<file path="config.mk">
export PLATFORM = sky130hd
export DESIGN_NAME = csr_file_m_flat
export DESIGN_NICKNAME = d
export VERILOG_FILES = /design/src/rtl/csr_file_m_if.sv /design/src/rtl/csr_file_m.sv /design/src/flat_wrapper.sv
export SDC_FILE = /design/constraint.sdc
export NUM_CORES = 1
export LEC_CHECK = 0
export ABC_CLOCK_PERIOD_IN_PS = 4700
export CAP_MARGIN = 20
export CORE_MARGIN = 5
export CORE_UTILIZATION = 25
export CTS_BUF_LIST = sky130_fd_sc_hd__clkbuf_16
export CTS_CLUSTER_SIZE = 24
export DETAILED_ROUTE_END_ITERATION = 10
export GPL_TIMING_DRIVEN = 0
export PLACE_DENSITY = 0.54
export SLEW_MARGIN = 20
export SYNTH_ARGS = -nofsm -noshare
export SYNTH_HDL_FRONTEND = slang
export SYNTH_SLANG_ARGS = --single-unit
</file>
<file path="constraint.sdc">
create_clock -name clk -period 4.7 [get_ports clk]
set_input_delay 0.94 -clock clk [delete_from_list [all_inputs] [get_ports clk]]
set_output_delay 0.94 -clock clk [all_outputs]
set_load 0.05 [all_outputs]
</file>
<file path="src/rtl/csr_file_m_if.sv">
// ---------------------------------------------------------------------------
// csr_file_m_if
// Bundles the execute/writeback-stage signals between the core pipeline and
// the machine-mode CSR file (csr_file_m).
//
// Signals (direction seen from the CSR file, i.e. the slave modport):
//   csr_addr    in   12    CSR address (inst[31:20])
//   csr_wdata   in   XLEN  rs1 value or zero-extended uimm
//   csr_op      in   2     01=write, 10=set, 11=clear, 00=none
//   csr_wr      in   1     CSR write enable for this instruction
//   csr_rd      in   1     CSR read enable for this instruction
//   inst_valid  in   1     instruction boundary, interrupts sampled here
//   pc          in   XLEN  PC of the instruction at the boundary
//   is_mret     in   1     mret executing this cycle
//   timer_irq   in   1     machine timer interrupt level
//   ext_irq     in   NUM_EXT_IRQ external interrupt levels
//   rdata       out  XLEN  CSR read data (combinational)
//   trap_taken  out  1     redirect fetch to trap_pc this cycle
//   trap_pc     out  XLEN  trap handler target
//   epc         out  XLEN  mepc, mret redirect target
//   csr_illegal out  1     access to an unimplemented CSR address
// ---------------------------------------------------------------------------
interface csr_file_m_if #(
    parameter int unsigned XLEN        = 32,
    parameter int unsigned NUM_EXT_IRQ = 1
);
    logic [11:0]            csr_addr;
    logic [XLEN-1:0]        csr_wdata;
    logic [1:0]             csr_op;
    logic                   csr_wr;
    logic                   csr_rd;
    logic                   inst_valid;
    logic [XLEN-1:0]        pc;
    logic                   is_mret;
    logic                   timer_irq;
    logic [NUM_EXT_IRQ-1:0] ext_irq;
    logic [XLEN-1:0]        rdata;
    logic                   trap_taken;
    logic [XLEN-1:0]        trap_pc;
    logic [XLEN-1:0]        epc;
    logic                   csr_illegal;

    // Pipeline side: drives the access and interrupt inputs.
    modport master (
        output csr_addr, csr_wdata, csr_op, csr_wr, csr_rd,
        output inst_valid, pc, is_mret, timer_irq, ext_irq,
        input  rdata, trap_taken, trap_pc, epc, csr_illegal
    );

    // CSR file side.
    modport slave (
        input  csr_addr, csr_wdata, csr_op, csr_wr, csr_rd,
        input  inst_valid, pc, is_mret, timer_irq, ext_irq,
        output rdata, trap_taken, trap_pc, epc, csr_illegal
    );
endinterface

</file>
<file path="src/rtl/csr_file_m.sv">
// ---------------------------------------------------------------------------
// csr_file_m
// Machine-mode CSR file for the RV32 core: mstatus, mie, mip, mtvec, mepc,
// mcause and mscratch with CSRRW/CSRRS/CSRRC semantics, interrupt trap
// entry and mret return.
//
// Ports:
//   clk   in  1   clock, all state updates on the rising edge
//   rst   in  1   synchronous active-high reset
//   bus   csr_file_m_if.slave  access, interrupt and redirect signals
//
// Optional feature macro: CSR_MCYCLE_EN
//   Defined   -> 64-bit mcycle counter at 0xB00 (low) / 0xB80 (high).
//   Undefined -> 0xB00/0xB80 are unimplemented addresses.
// ---------------------------------------------------------------------------
module csr_file_m #(
    parameter int unsigned     XLEN        = 32,
    parameter logic [XLEN-1:0] MTVEC_RESET = 32'h0000_0100,
    parameter int unsigned     NUM_EXT_IRQ = 1
) (
    input  logic         clk,
    input  logic         rst,
    csr_file_m_if.slave  bus
);

    localparam logic [11:0] ADDR_MSTATUS  = 12'h300;
    localparam logic [11:0] ADDR_MIE      = 12'h304;
    localparam logic [11:0] ADDR_MTVEC    = 12'h305;
    localparam logic [11:0] ADDR_MSCRATCH = 12'h340;
    localparam logic [11:0] ADDR_MEPC     = 12'h341;
    localparam logic [11:0] ADDR_MCAUSE   = 12'h342;
    localparam logic [11:0] ADDR_MIP      = 12'h344;
`ifdef CSR_MCYCLE_EN
    localparam logic [11:0] ADDR_MCYCLE   = 12'hB00;
    localparam logic [11:0] ADDR_MCYCLEH  = 12'hB80;
`endif

    localparam logic [1:0]  OP_NONE  = 2'b00;
    localparam logic [1:0]  OP_WRITE = 2'b01;
    localparam logic [1:0]  OP_SET   = 2'b10;
    localparam logic [1:0]  OP_CLEAR = 2'b11;

    localparam logic [3:0]  CAUSE_MTI = 4'd7;
    localparam logic [3:0]  CAUSE_MEI = 4'd11;

    // Instruction addresses are word aligned; low two bits never stored.
    localparam logic [XLEN-1:0] ALIGN_MASK = {{(XLEN-2){1'b1}}, 2'b00};

    // Read-modify-write result of a CSR instruction on an old value.
    function automatic logic [XLEN-1:0] csr_apply(
        input logic [1:0]      op,
        input logic [XLEN-1:0] old_v,
        input logic [XLEN-1:0] wdata_v
    );
        logic [XLEN-1:0] res;
        case (op)
            OP_WRITE: res = wdata_v;
            OP_SET:   res = old_v | wdata_v;
            OP_CLEAR: res = old_v & ~wdata_v;
            default:  res = old_v;
        endcase
        return res;
    endfunction

    // Architectural state.
    logic            mstatus_mie_q,  mstatus_mie_d;
    logic            mstatus_mpie_q, mstatus_mpie_d;
    logic            mie_mtie_q,     mie_mtie_d;
    logic            mie_meie_q,     mie_meie_d;
    logic [XLEN-1:0] mtvec_q,        mtvec_d;
    logic [XLEN-1:0] mscratch_q,     mscratch_d;
    logic [XLEN-1:0] mepc_q,         mepc_d;
    logic [XLEN-1:0] mcause_q,       mcause_d;
`ifdef CSR_MCYCLE_EN
    logic [63:0]     mcycle_q,       mcycle_d;
`endif

    // Combinational helpers.
    logic            mip_mtip_s;
    logic            mip_meip_s;
    logic            ext_pend_s;
    logic            tmr_pend_s;
    logic            pend_s;
    logic            trap_s;
    logic [3:0]      cause_s;
    logic [XLEN-1:0] tvec_base_s;
    logic [XLEN-1:0] trap_pc_s;
    logic [XLEN-1:0] mstatus_s;
    logic [XLEN-1:0] mie_s;
    logic [XLEN-1:0] mip_s;
    logic [XLEN-1:0] old_s;
    logic [XLEN-1:0] new_s;
    logic            impl_s;
    logic            wr_active_s;

    assign mip_mtip_s = bus.timer_irq;
    assign mip_meip_s = |bus.ext_irq;

    // Assemble the sparse CSR views; unimplemented bits read as zero.
    always_comb begin
        mstatus_s     = {XLEN{1'b0}};
        mstatus_s[3]  = mstatus_mie_q;
        mstatus_s[7]  = mstatus_mpie_q;
        mie_s         = {XLEN{1'b0}};
        mie_s[7]      = mie_mtie_q;
        mie_s[11]     = mie_meie_q;
        mip_s         = {XLEN{1'b0}};
        mip_s[7]      = mip_mtip_s;
        mip_s[11]     = mip_meip_s;
    end

    // Address decode: current (pre-write) value and implemented flag.
    always_comb begin
        old_s  = {XLEN{1'b0}};
        impl_s = 1'b1;
        case (bus.csr_addr)
            ADDR_MSTATUS:  old_s = mstatus_s;
            ADDR_MIE:      old_s = mie_s;
            ADDR_MTVEC:    old_s = mtvec_q;
            ADDR_MSCRATCH: old_s = mscratch_q;
            ADDR_MEPC:     old_s = mepc_q;
            ADDR_MCAUSE:   old_s = mcause_q;
            ADDR_MIP:      old_s = mip_s;
`ifdef CSR_MCYCLE_EN
            ADDR_MCYCLE:   old_s = XLEN'(mcycle_q[31:0]);
            ADDR_MCYCLEH:  old_s = XLEN'(mcycle_q[63:32]);
`endif
            default:       impl_s = 1'b0;
        endcase
    end

    // Write qualification: set/clear with a zero mask is a pure read.
    always_comb begin
        new_s = csr_apply(bus.csr_op, old_s, bus.csr_wdata);
        if (bus.csr_op == OP_NONE) begin
            wr_active_s = 1'b0;
        end else if (bus.csr_op == OP_WRITE) begin
            wr_active_s = bus.csr_wr;
        end else begin
            wr_active_s = bus.csr_wr & (bus.csr_wdata != {XLEN{1'b0}});
        end
    end

    // Interrupt arbitration and trap target; external beats timer.
    always_comb begin
        ext_pend_s  = mie_meie_q & mip_meip_s;
        tmr_pend_s  = mie_mtie_q & mip_mtip_s;
        pend_s      = mstatus_mie_q & (ext_pend_s | tmr_pend_s);
        // mret suppresses the trap; the restored MIE is seen next cycle.
        trap_s      = pend_s & bus.inst_valid & ~bus.is_mret & ~rst;
        if (ext_pend_s) begin
            cause_s = CAUSE_MEI;
        end else begin
            cause_s = CAUSE_MTI;
        end
        tvec_base_s = mtvec_q & ALIGN_MASK;
        // Only mode 01 vectors; modes 10/11 fall back to direct.
        if (mtvec_q[1:0] == 2'b01) begin
            trap_pc_s = tvec_base_s + {{(XLEN-6){1'b0}}, cause_s, 2'b00};
        end else begin
            trap_pc_s = tvec_base_s;
        end
    end

    // Next-state for the trap/mret/CSR-write paths; a trap discards the write.
    always_comb begin
        mstatus_mie_d  = mstatus_mie_q;
        mstatus_mpie_d = mstatus_mpie_q;
        mie_mtie_d     = mie_mtie_q;
        mie_meie_d     = mie_meie_q;
        mtvec_d        = mtvec_q;
        mscratch_d     = mscratch_q;
        mepc_d         = mepc_q;
        mcause_d       = mcause_q;
        if (trap_s) begin
            mepc_d         = bus.pc & ALIGN_MASK;
            mcause_d       = {1'b1, {(XLEN-5){1'b0}}, cause_s};
            mstatus_mpie_d = mstatus_mie_q;
            mstatus_mie_d  = 1'b0;
        end else begin
            if (wr_active_s) begin
                case (bus.csr_addr)
                    ADDR_MSTATUS: begin
                        mstatus_mie_d  = new_s[3];
                        mstatus_mpie_d = new_s[7];
                    end
                    ADDR_MIE: begin
                        mie_mtie_d = new_s[7];
                        mie_meie_d = new_s[11];
                    end
                    ADDR_MTVEC:    mtvec_d    = new_s;
                    ADDR_MSCRATCH: mscratch_d = new_s;
                    ADDR_MEPC:     mepc_d     = new_s & ALIGN_MASK;
                    ADDR_MCAUSE:   mcause_d   = new_s;
                    // mip is read-only and other addresses hold no state here.
                    default:       mscratch_d = mscratch_q;
                endcase
            end else begin
                mscratch_d = mscratch_q;
            end
            // mret restores the interrupt enable stack over any mstatus write.
            if (bus.is_mret) begin
                mstatus_mie_d  = mstatus_mpie_q;
                mstatus_mpie_d = 1'b1;
            end else begin
                mstatus_mpie_d = mstatus_mpie_d;
            end
        end
    end

`ifdef CSR_MCYCLE_EN
    // mcycle: free-running, except a software write to a half replaces it.
    always_comb begin
        mcycle_d = mcycle_q + 64'd1;
        if (wr_active_s & ~trap_s) begin
            case (bus.csr_addr)
                ADDR_MCYCLE:  mcycle_d = {mcycle_q[63:32], new_s[31:0]};
                ADDR_MCYCLEH: mcycle_d = {new_s[31:0], mcycle_q[31:0]};
                default:      mcycle_d = mcycle_q + 64'd1;
            endcase
        end else begin
            mcycle_d = mcycle_q + 64'd1;
        end
    end
`endif

    // State registers with synchronous reset.
    always_ff @(posedge clk) begin
        if (rst) begin
            mstatus_mie_q  <= 1'b0;
            mstatus_mpie_q <= 1'b0;
            mie_mtie_q     <= 1'b0;
            mie_meie_q     <= 1'b0;
            mtvec_q        <= MTVEC_RESET;
            mscratch_q     <= {XLEN{1'b0}};
            mepc_q         <= {XLEN{1'b0}};
            mcause_q       <= {XLEN{1'b0}};
`ifdef CSR_MCYCLE_EN
            mcycle_q       <= 64'd0;
`endif
        end else begin
            mstatus_mie_q  <= mstatus_mie_d;
            mstatus_mpie_q <= mstatus_mpie_d;
            mie_mtie_q     <= mie_mtie_d;
            mie_meie_q     <= mie_meie_d;
            mtvec_q        <= mtvec_d;
            mscratch_q     <= mscratch_d;
            mepc_q         <= mepc_d;
            mcause_q       <= mcause_d;
`ifdef CSR_MCYCLE_EN
            mcycle_q       <= mcycle_d;
`endif
        end
    end

    assign bus.rdata       = bus.csr_rd ? old_s : {XLEN{1'b0}};
    assign bus.csr_illegal = (bus.csr_rd | bus.csr_wr) & ~impl_s;
    assign bus.trap_taken  = trap_s;
    assign bus.trap_pc     = trap_pc_s;
    assign bus.epc         = mepc_q;

endmodule

</file>
<file path="src/flat_wrapper.sv">
// flat-port wrapper written by rule: the top's interface ports become plain ports
module csr_file_m_flat 
#(
    parameter int unsigned     XLEN        = 32,
    parameter logic [XLEN-1:0] MTVEC_RESET = 32'h0000_0100,
    parameter int unsigned     NUM_EXT_IRQ = 1
)
  (clk, rst, bus_csr_addr, bus_csr_wdata, bus_csr_op, bus_csr_wr, bus_csr_rd, bus_inst_valid, bus_pc, bus_is_mret, bus_timer_irq, bus_ext_irq, bus_rdata, bus_trap_taken, bus_trap_pc, bus_epc, bus_csr_illegal);
  csr_file_m_if #(.XLEN(XLEN), .NUM_EXT_IRQ(NUM_EXT_IRQ)) bus_i ();
  input  logic clk;
  input  logic rst;
  input wire logic [$bits(bus_i.csr_addr)-1:0] bus_csr_addr;
  input wire logic [$bits(bus_i.csr_wdata)-1:0] bus_csr_wdata;
  input wire logic [$bits(bus_i.csr_op)-1:0] bus_csr_op;
  input wire logic [$bits(bus_i.csr_wr)-1:0] bus_csr_wr;
  input wire logic [$bits(bus_i.csr_rd)-1:0] bus_csr_rd;
  input wire logic [$bits(bus_i.inst_valid)-1:0] bus_inst_valid;
  input wire logic [$bits(bus_i.pc)-1:0] bus_pc;
  input wire logic [$bits(bus_i.is_mret)-1:0] bus_is_mret;
  input wire logic [$bits(bus_i.timer_irq)-1:0] bus_timer_irq;
  input wire logic [$bits(bus_i.ext_irq)-1:0] bus_ext_irq;
  output wire logic [$bits(bus_i.rdata)-1:0] bus_rdata;
  output wire logic [$bits(bus_i.trap_taken)-1:0] bus_trap_taken;
  output wire logic [$bits(bus_i.trap_pc)-1:0] bus_trap_pc;
  output wire logic [$bits(bus_i.epc)-1:0] bus_epc;
  output wire logic [$bits(bus_i.csr_illegal)-1:0] bus_csr_illegal;
  assign bus_i.csr_addr = bus_csr_addr;
  assign bus_i.csr_wdata = bus_csr_wdata;
  assign bus_i.csr_op = bus_csr_op;
  assign bus_i.csr_wr = bus_csr_wr;
  assign bus_i.csr_rd = bus_csr_rd;
  assign bus_i.inst_valid = bus_inst_valid;
  assign bus_i.pc = bus_pc;
  assign bus_i.is_mret = bus_is_mret;
  assign bus_i.timer_irq = bus_timer_irq;
  assign bus_i.ext_irq = bus_ext_irq;
  assign bus_rdata = bus_i.rdata;
  assign bus_trap_taken = bus_i.trap_taken;
  assign bus_trap_pc = bus_i.trap_pc;
  assign bus_epc = bus_i.epc;
  assign bus_csr_illegal = bus_i.csr_illegal;
  csr_file_m #(.XLEN(XLEN), .MTVEC_RESET(MTVEC_RESET), .NUM_EXT_IRQ(NUM_EXT_IRQ)) u_core (.clk(clk), .rst(rst), .bus(bus_i));
endmodule
</file>
# == Yosys cells after proc, flatten, opt, wreduce, memory -nomap -nowiden ==
# Index checks and enable logic that the tools add are counted.
# W data, S select, Z words.
# totals
n_memories,0
latchBits,0
register_bits,130
out_inout_bits,98
rom_bits,0
elab_cells,78
ramBits,0
# op_classes
order_cmp,0
n_reduce_logical,19
n_eq_ne,11
shifts,0
add_sub_neg,1
n_bitwise,17
n_div,0
mux,21
n_mul,0
# op_table
operator,n
$mux W32,8
$pmux W32 S7,1
$pmux W32 S3,1
$eq A12 B10 Y1 const B,7
$add A32 B6 Y32,1
$and A32 B32 Y32,1
$not A32 Y32,1
$or A32 B32 Y32,1
$reduce_bool A32 Y1,1
$mux W1,10
$reduce_and A2 Y1,5
$reduce_bool A2 Y1,5
$reduce_and A3 Y1,3
$and A1 B1 Y1,8
$reduce_or A7 Y1,1
$reduce_bool A3 Y1,2
$eq A2 B1 Y1 const B,2
$eq A2 B2 Y1 const B,2
$mux W4,1
$not A1 Y1,4
$logic_not A2 Y1,1
$or A1 B1 Y1,2
$reduce_or A2 Y1,1

# == Longest topological paths before layout ==
# Gate-level depths: netlist (run 1).
# depth
depth_word,8
mapped_depth,9
ltp_nobuf,8

# == Worst setup path before layout (run 1) ==
# OpenSTA, ideal clock, no wires.
# synth_timing
kind,input to output
start,in bus_csr_addr[11]
end,out bus_rdata[21]
slack_ns,0.126
path_buffers,2
arrival_time_ns,3.634
required_time_ns,3.760
cell_stages,6
path_cell_list,or4_4 -> buf_2 -> nor3_2 -> clkbuf_1 -> nand2_1 -> a21boi_0
# synth_between
elab_chain_len,3
# synth_rtl
element,line_no,rtl
start: declaration,flat_wrapper.sv:12,input wire logic [$bits(bus_i.csr_addr)-1:0] bus_csr_addr;
$eq A12 B10 Y1,csr_file_m.sv:116,case (bus.csr_addr)
$pmux W32 S7 (*),csr_file_m.sv:116,
$mux W32 (*),csr_file_m.sv:256,assign bus.rdata = bus.csr_rd ? old_s : {XLEN{1'b0}};
end: declaration,flat_wrapper.sv:22,output wire logic [$bits(bus_i.rdata)-1:0] bus_rdata;
# Mark *: on every way between the ends. The rest lies on a longest branch, timed or not.

# == Worst setup path in the final report (run 1) ==
# layout_timing
start,in bus_csr_addr[11]
end,out bus_rdata[29]
# The elaborated chain is that of the path after synthesis.

==> flow_summary.json, run 1 <==
{
  "outcome": "finished clean",
  "pre_cts_ws_ps": -1460,
  "clk_pin_slew_worst_paths_ps": 70,
  "hp-start": "u_core.mcause_q[5]",
  "final_cells": 1537,
  "dr.pass1.iters": 6,
  "num_rows": 63,
  "power_density_nw_per_um2": 268,
  "report.final.slew_viol_count": 0,
  "insertion_delay_ps": 430,
  "synth-seq-cells": 130,
  "dp_hpwl_um": 26900,
  "areaGrowthSynthToFinish_pct": 38.7,
  "cts_hold_buf": 0,
  "fin_crit_ps": 4670,
  "wl_per_cell_um": 23.4,
  "p_leak_nw": 3.70,
  "grt_pass1_vias": 8062,
  "dp_cells": 1499,
  "buffer_ports.inserted": 175,
  "crit_arrival_ps": 3730,
  "cts_buffers": 17,
  "cts_tree": "done",
  "cp-start-kind": "primary input",
  "worst_ep_required_time_ps": 3760,
  "hold_path.class": "flop to flop",
  "maxSlewHeadroom": 0.247,
  "hold_viol": 0,
  "ys_types": 67,
  "cap_violations": 0,
  "chipWidth_um": 182,
  "hold_depth": 2,
  "synth_ff_type": "dfxtp_1",
  "die-area_um2": 33300,
  "htree_levels": 4,
  "avgSynthCellArea_um2": 7.99,
  "reg2reg_from": "u_core.mie_meie_q",
  "crit_type": "primary input to output pin",
  "drive_gt1_frac": 0.121,
  "synth_area_um2": 7440,
  "fin_hold_ws_ps": 448,
  "final_antenna_net_count": 0,
  "skew_ps": 7.93,
  "root_buffer": "clkbuf_16",
  "die_h_um": 182,
  "clock_path_buffers": 2,
  "grt_pass1_wl_um": 51100,
  "grt_max_degree": 17,
  "synth_warnings": 0,
  "drc": 0,
  "ios": 184,
  "grt_usage": 0.205,
  "routed_wl_um": 36000,
  "coreArea_um2": 29500,
  "syn_inst": 931,
  "start_util": 0.252,
  "crit_path_end_kind": "output pin",
  "synth-edff-count": 0,
  "gp_congestion": 0.930,
  "synthArstFlopShare": 0,
  "holdPathEnd": "u_core.mcause_q[5]",
  "fmax_ghz": 0.214,
  "r2r_cells": 7,
  "drtIter0Drc": 958,
  "crit_fanout": 10,
  "finalSetupViolCount": 0,
  "reg2reg_to": "u_core.mscratch_q[4]",
  "utilization": 0.350,
  "setup_ws_ps": 28.0,
  "grt-ovfl-total": 0,
  "antenna_found_initial": 2,
  "period_share": 0.994,
  "num_vias": 8439,
  "irDropWorstVdd_mv": 0.228,
  "tightest_slew_ps": 1120,
  "reg2reg_slack_ps": 1700,
  "clock-sinks": 130,
  "via_per_inst": 5.49,
  "fill_cells": 3104,
  "fin_nets": 1222,
  "synth_seq_area_share": 0.350
}
-- worst max-delay path: stages --
cell and delay [ps]:
clkdlybuf4s50_1 420, or4_4 590, buf_2 240, nor3_1 250, o211ai_1 140, buf_4 180, clkbuf_2 230, a21oi_1 300
clkdlybuf4s15_2 420
-- cells in the final DEF (no fill, tap or decap), types with 12 or more instances in the layout --
cell type	n
nor2_1	46
clkbuf_16	17
xnor2_1	23
o22ai_1	27
clkbuf_1	41
mux2i_1	29
buf_4	13
a221oi_1	13
clkbuf_2	14
buf_2	20
o21a_1	15
dlygate4sd2_1	20
o21ai_0	86
and3_1	13
nand2b_1	16
nand2_1	114
clkdlybuf4s50_1	114
o2bb2ai_1	28
inv_1	25
nand3_1	21
a21oi_1	54
a22oi_1	56
dfxtp_1	130
nand4_1	12
-- through the flow --
step	total power, mW	setup TNS (ps)	area (um^2)
after floorplan	1.26	0	7450
after detailed placement	1.42	-42870	9690
after CTS	2.77	-839	10400
after global routing	2.84	-33.4	10300
after global placement	1.42	-43490	9690
final	2.77	0	10300
-- cells in the mapped netlist (6+ instances only) --
master	n	area share
a211oi_1	6	0.0061
a21boi_0	14	0.014
a21oi_1	54	0.036
a221oi_1	13	0.015
a22o_1	6	0.0071
a22oi_1	56	0.057
and3_1	14	0.012
buf_1	6	0.0030
buf_2	13	0.0087
clkbuf_1	49	0.025
dfxtp_1	130	0.35
inv_1	25	0.013
mux2_2	11	0.017
mux2i_1	29	0.039
nand2_1	114	0.058
nand2b_1	17	0.014
nand3_1	21	0.014
nand4_1	12	0.010
nor2_1	47	0.024
nor2b_1	8	0.0067
nor3_1	11	0.0074
nor4_1	13	0.011
o21a_1	15	0.015
o21ai_0	87	0.059
o22ai_1	27	0.023
o2bb2ai_1	28	0.033
xnor2_1	23	0.027
xor2_1	9	0.011
-- layout make-up --
type | instances | area [um^2] | area share
inverter | 26 | 97.6 | 0.00946
tap | 390 | 488 | 0.0473
antenna | 1 | 2.50 | 0.000243
buffer | 70 | 320 | 0.0311
timing repair buffer | 181 | 1700 | 0.165
multi-input combinational | 707 | 4510 | 0.438
clock inverter | 15 | 166 | 0.0161
clock buffer | 17 | 425 | 0.0412
sequential | 130 | 2600 | 0.252
-- sequential cells by signal, indices dropped and copies added, names as in the netlist --
register	cells
u_core.mstatus_mie_q	1
u_core.mie_meie_q	1
u_core.mie_mtie_q	1
u_core.mtvec_q	32
u_core.bus.epc	30
u_core.mcause_q	32
u_core.mscratch_q	32
u_core.mstatus_mpie_q	1
-- cell families after synthesis --
group                    count (synthesis)  share of synthesized area
multiplexers                            40                     0.0557
AO/OA/AOI/OAI                          335                      0.301
other                                    1                   0.000504
buffers and inverters                   98                     0.0537
XOR/XNOR                                32                     0.0377
adder cells (fa/ha/maj)                  3                    0.00505
flip-flops                             130                      0.350
AND/OR/NAND/NOR                        292                      0.197
-- power by group --
| part | internal (mW) | total (mW) | switching [mW] |
|---|---|---|---|
| Clock | 0.796 | 1.36 | 0.563 |
| Combinational | 0.120 | 0.307 | 0.188 |
| Sequential | 1.10 | 1.10 | 0.00110 |
| Total | 2.02 | 2.77 | 0.752 |
-- repair_timing --
action / CTS / global route
resized for setup: 157 / 68
endpoints found under the setup margin: 60 / 41
pin swaps: 2 / 0
buffers inserted: 5 / 0
hold endpoints to repair: 0 / 0
gates cloned: 0 / 1
-- per-layer routing --
layer,GRT usage,part of all wire,vias to the layer above
li1,-,-,3861
met4,0.0736,0.038,2
met3,0.0586,0.095,84
met5,0,0.00019,-
met1,0.267,0.42,3996
met2,0.325,0.45,496
-- worst max path at each step --
| stage | from | to | slack [ps] |
|---|---|---|---|
| 6_report | bus_csr_addr[11] | bus_rdata[29] | 30 |
| 5_1_grt | bus_ext_irq | bus_trap_pc[30] | -20 |
| 4_1_cts | bus_csr_addr[11] | bus_rdata[13] | -180 |
| 3_5_place_dp | bus_csr_addr[1] | bus_rdata[28] | -1460 |
| 3_3_place_gp | bus_csr_addr[1] | bus_rdata[29] | -1510 |
| 2_1_floorplan | bus_csr_addr[11] | bus_rdata[21] | 130 |
(Power assumes the default switching activity.)
==> inputs of run 2 (changes only) <==
--- a/config.mk
+++ b/config.mk
@@ -8,12 +8,12 @@
 export ABC_CLOCK_PERIOD_IN_PS = 4700
 export CAP_MARGIN = 20
 export CORE_MARGIN = 5
-export CORE_UTILIZATION = 25
+export CORE_UTILIZATION = 47
 export CTS_BUF_LIST = sky130_fd_sc_hd__clkbuf_16
 export CTS_CLUSTER_SIZE = 24
 export DETAILED_ROUTE_END_ITERATION = 10
 export GPL_TIMING_DRIVEN = 0
-export PLACE_DENSITY = 0.54
+export PLACE_DENSITY = 0.85
 export SLEW_MARGIN = 20
 export SYNTH_ARGS = -nofsm -noshare
 export SYNTH_HDL_FRONTEND = slang
==> flow_summary.json, run 2 (synthesized netlist as in run 1, its figures left out) <==
{
  "insertion_delay_ps": 430,
  "crit_path_frequent_cell": "buf_2",
  "power_density_nw_per_um2": 271,
  "start_util": 0.473,
  "dr.pass1.iters": 8,
  "drc": 0,
  "p_leak_nw": 3.70,
  "layout_common_cells": "dfxtp_1 (130), clkdlybuf4s50_1 (115), nand2_1 (114), o21ai_0 (87), a22oi_1 (56)",
  "diodes": 0,
  "grt_max_degree": 17,
  "chipWidth_um": 136,
  "crit_type": "primary input to output pin",
  "tightest_slew_ps": 1150,
  "grt_pass1_wl_um": 46400,
  "crit_fanout": 10,
  "fin_nets": 1220,
  "layout_commonest_cell": "dfxtp_1",
  "utilization": 0.638,
  "switching_share": 0.250,
  "final_antenna_net_count": 0,
  "critPathSlowestCell": "or3b_2",
  "ios": 184,
  "routed_wl_um": 30800,
  "grt-ovfl-total": 0,
  "crit_path_end_kind": "output pin",
  "cts_tree": "done",
  "maxSlewHeadroom": 0.232,
  "hold_viol": 0,
  "clock_path_buffers": 2,
  "p_switching_uw": 680,
  "drtIter0Drc": 1567,
  "cts_hold_buf": 0,
  "clock-sinks": 130,
  "report.final.slew_viol_count": 0,
  "areaGrowthSynthToFinish_pct": 34.8,
  "gp_congestion": 1.06,
  "power_mw": 2.72,
  "power_frac_comb": 0.109,
  "seq_power_share": 0.406,
  "path_cells": "clkdlybuf4s50_1 -> or3b_2 -> or4_1 -> buf_2 -> buf_2 -> nor2_1 -> a21oi_1 -> a21boi_0 -> clkdlybuf4s15_2",
  "dp_hpwl_um": 22200,
  "antenna_found_initial": 0,
  "outcome": "finished clean",
  "cp-start-kind": "primary input",
  "wl_per_cell_um": 22.7,
  "reg.largest.list": "u_core.mcause_q (32), u_core.mscratch_q (32), u_core.mtvec_q (32)",
  "fmax_ghz": 0.215,
  "crit_arrival_ps": 3720,
  "skew_ps": 11.1,
  "die_h_um": 136,
  "grt_usage": 0.326,
  "cap_violations": 0,
  "fill_cells": 1326,
  "irDropWorstVdd_mv": 0.282,
  "grt_pass1_vias": 8315,
  "buffer_ports.inserted": 175,
  "clockPowerShare": 0.485,
  "num_rows": 46,
  "fin_crit_ps": 4660,
  "hold_path.class": "flop to flop",
  "drive_gt1_frac": 0.111,
  "finalSetupViolCount": 0,
  "clk_pin_slew_worst_paths_ps": 60,
  "root_buffer": "clkbuf_16",
  "coreArea_um2": 15700,
  "max_stage_delay_ps": 600,
  "cts_buffers": 17,
  "p_int_mw": 2.04,
  "die-area_um2": 18400,
  "worst_ep_required_time_ps": 3760,
  "num_vias": 8811,
  "period_share": 0.991,
  "via_per_inst": 6.49,
  "htree_levels": 4
}
run 2: through the flow:
| step | std cells | setup TNS [ps] | cell area, um^2 | worst slack (ps) | hold WS [ps] |
|---|---|---|---|---|---|
| 2_1_floorplan | 934 | 0 | 7450 | 126 | 416 |
| 3_3_place_gp | 1325 | -31870 | 9470 | -1200 | 429 |
| 3_5_place_dp | 1325 | -33920 | 9470 | -1220 | 437 |
| 4_1_cts | 1358 | 0 | 10100 | 0.695 | 453 |
| 5_1_grt | 1358 | -21.7 | 10000 | -21.7 | 475 |
| 6_report | 1358 | 0 | 10000 | 43.7 | 454 |
run 2: path summary, 6_finish.rpt:
path,startpoint,end,slack [ps],cells after the start
worst min-delay path,u_core.mcause_q[26],u_core.mcause_q[26],450,2
worst min register to register,u_core.mcause_q[26],u_core.mcause_q[26],450,2
worst max-delay path,bus_csr_addr[6],bus_rdata[30],40,9
worst max register to register,u_core.mie_meie_q,u_core.mscratch_q[30],1850,7
run 2: what timing repair did:
| item | CTS | global route |
|---|---|---|
| resized for setup | 127 | 68 |
| endpoints found under the setup margin | 60 | 42 |
| setup buffers | 4 | 0 |
| pin swaps | 2 | 0 |
run 2: cell type report:
class	instances	area [um^2]	share of cell area
Sequential cell	130	2600	0.260
Multi-Input combinational cell	706	4490	0.448
Timing Repair Buffer	179	1670	0.167
Inverter	26	97.6	0.00973
Buffer	71	324	0.0323
Clock inverter	13	145	0.0145
Tap cell	216	270	0.0269
Clock buffer	17	425	0.0424
run 2: critical path, delay by kind of cell:
kind	cells	cell delay, ps
buffers and inverters	4	1320
AND/OR/NAND/NOR	3	1180
AO/OA/AOI/OAI	2	270
run 2: power groups by stage:
stage | clock (mW) | combinational, mW | sequential, mW
after floorplan | 0 | 0.137 | 1.13
after global placement | 0 | 0.276 | 1.13
after detailed placement | 0 | 0.279 | 1.13
after CTS | 1.30 | 0.282 | 1.10
after global routing | 1.36 | 0.306 | 1.10
final | 1.32 | 0.296 | 1.10
run 2: metal layers:
metal	vias up	GRT usage	wire length, um
li1	3842	-	-
met1	4038	0.419	11300
met2	749	0.484	13100
met3	182	0.0966	4300
met4	0	0.191	2070
met5	-	0	0
